[config.mk]
export PLATFORM = sky130hd
export DESIGN_NAME = tug_of_war_field_flat
export DESIGN_NICKNAME = d
export VERILOG_FILES = /design/src/rtl/tug_of_war_field_pkg.sv /design/src/rtl/tug_of_war_field_if.sv /design/src/rtl/tug_of_war_field_lfsr10.sv /design/src/rtl/tug_of_war_field.sv /design/src/flat_wrapper.sv
export SDC_FILE = /design/constraint.sdc
export NUM_CORES = 1
export LEC_CHECK = 0
export ABC_AREA = 1
export CORE_MARGIN = 5
export CORE_UTILIZATION = 40
export CTS_BUF_LIST = sky130_fd_sc_hd__clkbuf_8
export CTS_CLUSTER_SIZE = 30
export DETAILED_ROUTE_END_ITERATION = 10
export PLACE_DENSITY = 0.75
export SETUP_SLACK_MARGIN = 0.02
export SLEW_MARGIN = 20
export SYNTH_ARGS = -nofsm -noshare
export SYNTH_HDL_FRONTEND = slang
export SYNTH_SLANG_ARGS = --single-unit
[constraint.sdc]
create_clock -name clk -period 1.3 [get_ports clk]
set_input_delay 0.26 -clock clk [delete_from_list [all_inputs] [get_ports clk]]
set_output_delay 0.26 -clock clk [all_outputs]
set_load 0.05 [all_outputs]
[src/rtl/tug_of_war_field_pkg.sv]
// Shared types and constants for the tug-of-war playfield and its CPU opponent LFSR.
package tow_pkg;

  typedef enum logic [1:0] {
    PLAY  = 2'd0,
    L_WON = 2'd1,
    R_WON = 2'd2
  } tow_state_e;

  localparam int               LFSR_W    = 10;
  localparam logic [LFSR_W-1:0] LFSR_SEED = 10'h001;
  // Feedback taps for x^10 + x^7 + 1 (register bits 9 and 6).
  localparam logic [LFSR_W-1:0] LFSR_TAPS = 10'h240;

  function automatic logic [LFSR_W-1:0] lfsr_next(input logic [LFSR_W-1:0] s);
    return {s[LFSR_W-2:0], ^(s & LFSR_TAPS)};
  endfunction

endpackage

[src/rtl/tug_of_war_field_if.sv]
// Player/score-side signal bundle for the tug-of-war playfield.
interface tug_of_war_field_if #(
  parameter int N_LEDS = 9
) ();
  logic              l_press;
  logic              r_press;
  logic              reset_round;
  logic [9:0]        cpu_speed;
  logic [N_LEDS-1:0] leds;
  logic              l_win;
  logic              r_win;

  modport master (
    output l_press, r_press, reset_round, cpu_speed,
    input  leds, l_win, r_win
  );

  modport slave (
    input  l_press, r_press, reset_round, cpu_speed,
    output leds, l_win, r_win
  );
endinterface

[src/rtl/tug_of_war_field_lfsr10.sv]
// Free-running 10-bit Fibonacci LFSR that paces the CPU opponent's pushes.
module lfsr10
  import tow_pkg::*;
(
  input  logic              clk,
  input  logic              reset,
  output logic [LFSR_W-1:0] out
);

  logic [LFSR_W-1:0] lfsr_q;
  logic [LFSR_W-1:0] lfsr_d;

  always_comb begin
    lfsr_d = lfsr_next(lfsr_q);
  end

  always_ff @(posedge clk or negedge reset) begin
    if (!reset) lfsr_q <= LFSR_SEED;
    else        lfsr_q <= lfsr_d;
  end

  assign out = lfsr_q;

endmodule

[src/rtl/tug_of_war_field.sv]
// Tug-of-war playfield: turns button edges into light moves and holds a round win until reset_round.
// Build option TOW_CPU_OPPONENT_EN replaces the right player with an LFSR-paced CPU.
module tug_of_war_field
  import tow_pkg::*;
#(
  parameter int N_LEDS = 9
) (
  input logic               clk,
  input logic               reset,
  tug_of_war_field_if.slave bus
);

  localparam int             PW    = $clog2(N_LEDS);
  localparam logic [PW-1:0]  POS_C = PW'((N_LEDS - 1) / 2);
  localparam logic [PW-1:0]  POS_L = PW'(N_LEDS - 1);

  tow_state_e    state_q, state_d;
  logic [PW-1:0] pos_q, pos_d;
  logic          l_prev_q, l_prev_d;
  logic          r_prev_q, r_prev_d;
  logic          l_edge;
  logic          r_edge;

  assign l_edge = bus.l_press & ~l_prev_q;

`ifdef TOW_CPU_OPPONENT_EN
  logic [LFSR_W-1:0] lfsr;
  logic              unused_r_side;

  lfsr10 u_lfsr (
    .clk   (clk),
    .reset (reset),
    .out   (lfsr)
  );

  assign r_edge        = (lfsr < bus.cpu_speed);
  assign unused_r_side = r_prev_q ^ bus.r_press;
`else
  logic unused_cpu_speed;

  assign r_edge           = bus.r_press & ~r_prev_q;
  assign unused_cpu_speed = ^bus.cpu_speed;
`endif

  always_comb begin
    state_d  = state_q;
    pos_d    = pos_q;
    l_prev_d = bus.l_press;
    r_prev_d = bus.r_press;

    if (bus.reset_round) begin
      state_d = PLAY;
      pos_d   = POS_C;
    end else if (state_q == PLAY) begin
      // Simultaneous pushes cancel, so only a lone edge moves the light.
      if (l_edge && !r_edge) begin
        if (pos_q == POS_L) state_d = L_WON;
        else                pos_d   = pos_q + PW'(1);
      end else if (r_edge && !l_edge) begin
        if (pos_q == '0) state_d = R_WON;
        else             pos_d   = pos_q - PW'(1);
      end
    end
  end

  always_ff @(posedge clk or negedge reset) begin
    if (!reset) begin
      state_q  <= PLAY;
      pos_q    <= POS_C;
      l_prev_q <= 1'b0;
      r_prev_q <= 1'b0;
    end else begin
      state_q  <= state_d;
      pos_q    <= pos_d;
      l_prev_q <= l_prev_d;
      r_prev_q <= r_prev_d;
    end
  end

  always_comb begin
    bus.leds = '0;
    if (state_q == PLAY) bus.leds[pos_q] = 1'b1;
    bus.l_win = (state_q == L_WON);
    bus.r_win = (state_q == R_WON);
  end

endmodule

[src/flat_wrapper.sv]
// flat-port wrapper written by rule: the top's interface ports become plain ports
module tug_of_war_field_flat import tow_pkg::*;
#(
  parameter int N_LEDS = 9
)
  (clk, reset, bus_l_press, bus_r_press, bus_reset_round, bus_cpu_speed, bus_leds, bus_l_win, bus_r_win);
  tug_of_war_field_if #(.N_LEDS(N_LEDS)) bus_i ();
  input logic clk;
  input logic reset;
  input wire logic [$bits(bus_i.l_press)-1:0] bus_l_press;
  input wire logic [$bits(bus_i.r_press)-1:0] bus_r_press;
  input wire logic [$bits(bus_i.reset_round)-1:0] bus_reset_round;
  input wire logic [$bits(bus_i.cpu_speed)-1:0] bus_cpu_speed;
  output wire logic [$bits(bus_i.leds)-1:0] bus_leds;
  output wire logic [$bits(bus_i.l_win)-1:0] bus_l_win;
  output wire logic [$bits(bus_i.r_win)-1:0] bus_r_win;
  assign bus_i.l_press = bus_l_press;
  assign bus_i.r_press = bus_r_press;
  assign bus_i.reset_round = bus_reset_round;
  assign bus_i.cpu_speed = bus_cpu_speed;
  assign bus_leds = bus_i.leds;
  assign bus_l_win = bus_i.l_win;
  assign bus_r_win = bus_i.r_win;
  tug_of_war_field #(.N_LEDS(N_LEDS)) u_core (.clk(clk), .reset(reset), .bus(bus_i));
endmodule
Yosys cells after proc, flatten, opt, wreduce, memory -nomap -nowiden
Index checks and enable logic that the tools add are counted.
{"block": "classes", "addsub": 2, "n_lt_le_gt_ge": 2, "eq_ne": 6, "n_mux": 15, "bitwise": 4, "n_reduce_logical": 12}
{"cell": "$mux 4", "n": 6}
{"cell": "$mux 2", "n": 6}
{"cell": "$mux 9", "n": 1}
{"cell": "$reduce_and 4->1", "n": 2}
{"cell": "$ne 3x3->1 const B", "n": 2}
{"cell": "$reduce_bool 3->1", "n": 2}
{"cell": "$lt 4x5->1 const B", "n": 1}
{"cell": "$add 4x1->4 const B", "n": 1}
{"cell": "$demux 1 s4", "n": 1}
{"cell": "$eq 4x4->1 const B", "n": 1}
{"cell": "$ge 4x1->1 const B", "n": 1}
{"cell": "$logic_not 4->1", "n": 1}
{"cell": "$sub 4x1->4 const B", "n": 1}
{"cell": "$logic_and 1x1->1", "n": 3}
{"cell": "$ne 3x2->1 const B", "n": 1}
{"cell": "$and 1x1->1", "n": 2}
{"cell": "$eq 2x1->1 const B", "n": 1}
{"cell": "$eq 2x2->1 const B", "n": 1}
{"cell": "$logic_not 1->1", "n": 2}
{"cell": "$logic_not 2->1", "n": 1}
{"cell": "$not 1->1", "n": 2}
{"cell": "$reduce_bool 2->1", "n": 1}
{"cell": "$mux 1", "n": 1}
{"block": "word_totals", "ff_bits": 8, "inputBits": 15, "output_inout_bits": 11, "word_cells": 45}

Depth between registers and ports, before layout
Gate-level depths: netlist (run 1).
{"block": "depth", "depth_word": 8, "mapped_depth": 12, "depth_no_buf": 12}

Worst setup path after synthesis (run 1)
OpenSTA, ideal clock, no wires.
{"block": "synth_path", "path_type": "reg2out", "start": "register u_core.state_q[0]", "end": "output bus_leds[4]", "t_arrival_ns": 1.743, "path_slack_ns": -0.703, "stages_incl_launch_ff": 4, "n_path_buf": 0, "cell_sequence": "dfrtp_1 nor2_2 nand3_1 nor3_1"}
{"block": "synth_between", "elab_chain_cells": 2}
{"item": "start, declared", "line_no": "tug_of_war_field.sv:17", "rtl": "tow_state_e state_q, state_d;"}
{"item": "start signal, assigned", "line_no": "tug_of_war_field.sv:73", "rtl": "state_q <= state_d;"}
{"item": "$logic_not 2->1", "line_no": "tug_of_war_field.sv:82", "rtl": "if (state_q == PLAY) bus.leds[pos_q] = 1'b1;"}
{"item": "$mux 9", "line_no": "tug_of_war_field.sv:82"}
{"item": "end, declared", "line_no": "flat_wrapper.sv:14", "rtl": "output wire logic [$bits(bus_i.leds)-1:0] bus_leds;"}
No other way between the ends.

Final worst setup path (run 1)
Ends and elaborated chain as after synthesis.

==> metrics, run 1 <==
Final GP Congestion 0.810; clk root buf clkbuf_8; Ports 26; Ys Warns 0; Fin. Hold Viols 0; layout cells sized above 1 64.6%; grt total ovfl 0; Seq/Total Area, Yosys 29.0%; critical path class flop to output port; Worst Path Arrival 1.34 ns; # hold bufs at CTS 0; Max VDD drop 1.51 mV; remaining antenna violation count 0; std cell rows 15; DP Worst Slack -0.708 ns; Synth Cell Area 696 µm²; Worst-path clk slew 0.04 ns; TritonCTS Buffers 3; initial antenna violation count 0; die area 0.00267 mm²; Synth Register Bits 8; clk_skew 0.00737 ns; CP Launch Type flop; slew of the pin with the lowest slew margin 0.390 ns; Tmin final about 1.6 ns; failing checks setup timing; CORE AREA 0.00169 mm²; outcome complete, but fails checks; Port Buffers 15; gr usage total 18.8%; Ant. Diodes 0; DPL Wire Length about 1500 µm; CTS tree done; Final Non-Filler Cells 161; filler instances 80; post-place instance area 0.00119 mm²; Crit. End Element output port; Synth Area per Inst 6.82 µm²; Synth cell types 22; most frequent cells in the layout 21 x nand2_1, 16 x nor2_4, 16 x buf_4; final core utilization 85.0%; Avg WL per Cell 13.8 µm; worst skew pair latency 0.23 ns; Syn Nets 119; Pwr Density 2150 mW/mm²; Post-Route WL 2230 µm; final instance area 0.00144 mm²; final worst slack -0.301 ns; pin count of the biggest net entering global routing 9; relative slew slack 73.9%; Layout Nets around 160; vias per inst approximately 5; 1st-pass router iterations 4; P&R area growth vs syn 106%; f_max 624 MHz; DRT iter0 DRCs 23; vias in the first global route between 800 and 900; reg2reg setup slack -0.25 ns; Final Max Tran Viols 0; die extent in y 51.7 µm; Starting Density between 40 and 50%; first-pass GRT wire length 3770 µm; CP max FO 4; Leak Pwr 0.682 nW; DP Cell Count 148; DRC viols 0; htree depth 1; via count 798; clk sinks 8; Max Buffers Root-to-Sink 2; most common cell after layout, fill and taps aside nand2_1; setup violators final 17; HP Class input port to asynchronous set/reset pin; Mapped Cells 102; fin crit share 123%; Max-Cap Viols 0; RSZ-0062 raised after global routing true; Die Span X 51.7 µm; Req. time, crit path 1.04 ns
path summary, 6_finish.rpt:
kind	startpoint	endpoint	depth (start not counted)
max	u_core.state_q[0]	bus_leds[4]	4
min	reset	u_core.r_prev_q	1
max reg2reg	u_core.pos_q[1]	u_core.pos_q[2]	11
min reg2reg	u_core.pos_q[0]	u_core.pos_q[0]	2
max in group asynchronous	reset	u_core.pos_q[2]	1
min in group clk	bus_r_press	u_core.r_prev_q	1
metrics by stage:
step	setup TNS [ns]	hold WS, ns	total power [mW]
detailed placement	-3.84	0.553	2.37
global route	-4.52	0.349	3.25
CTS	-3.34	0.316	2.97
finish	-3.59	0.317	3.08
floorplan	-0.537	-0.0356	1.60
global placement	-3.34	0.527	2.32
flip-flops by register name (all words and copies together) (netlist names):
signal,flops
u_core.pos_q,4
u_core.state_q,2
u_core.l_prev_q,1
u_core.r_prev_q,1
report_power, final:
group / internal, mW / switching, mW / total (mW) / leakage, nW
Sequential: 0.340 / 0.130 / 0.470 / 0.0973
Clock: 0.205 / 0.102 / 0.306 / 0.0269
Combinational: 1.05 / 1.25 / 2.30 / 0.557
Total: 1.60 / 1.48 / 3.08 / 0.682
Yosys cell counts:
master    instances  area share (%)
nand2_4           2             3.2
inv_1            17             9.2
dfrtp_1           7              25
buf_6             1             1.6
ha_1              2             3.6
nand3b_2          1             1.6
nand3_2           2             2.9
nor3_1            1            0.72
inv_2             1            0.54
nand3_1           4             2.9
a21oi_2           1             1.3
dfstp_2           1             3.8
nand2_1          30              16
nor2_2            2             1.8
xor2_1            1             1.3
a21oi_1           2             1.4
nor2_1           15             8.1
o21ai_1           3             2.2
nor2_8            1             2.9
nand2_2           3             2.7
clkinv_1          1            0.54
nor2_4            4             6.5
layer usage:
layer | up-vias | part of all wire [%] | track usage (%) | wire, µm
li1 | 392 | - | - | -
met1 | 396 | 41 | 20.2 | 912
met2 | 10 | 56 | 36.9 | 1240
met3 | 0 | 3.2 | 6.30 | 72
met4 | 0 | 0 | 0.873 | 0
met5 | - | 0 | 0 | 0
what timing repair did:
action / in CTS / in global routing
cloned: 0 / 0
setup buffers: 8 / 2
pin swaps: 13 / 23
resized for setup: 28 / 14
setup endpoints to repair: 17 / 17
final cells by class:
cell class	instances	area, µm²	area share, %
clock buffer	3	41.3	2.88
multi-input combinational	74	612	42.6
timing repair buffer	39	479	33.4
sequential	8	203	14.1
clock inverter	1	3.75	0.262
inverter	19	75.1	5.23
tap	17	21.3	1.48
critical path: stages, from the launching register on:
cell,delay (ns)
dfrtp_1,0.40
nor2_4,0.19
nand3_4,0.12
nor3_4,0.23
buf_12,0.16
kinds of logic (layout without fill, tap and decap cells):
logic type      after synthesis  in the layout  share of synthesized area, %
compound gates                6              6                          4.86
xor+xnor                      1              1                          1.26
fa+ha+maj                     2              2                          3.60
buf+inv                      20             62                          11.9
flops                         8              8                          29.0
simple gates                 65             65                          49.5
No activity file was read; power rests on OpenSTA's default activity.
==> run 2, diff against run 1 <==
CAP_MARGIN = 10   (was unset)
CTS_CLUSTER_SIZE = 20   (was 30)
==> results of run 2 <==
No change in the layout: final DEF, timing and power equal those of run 1.
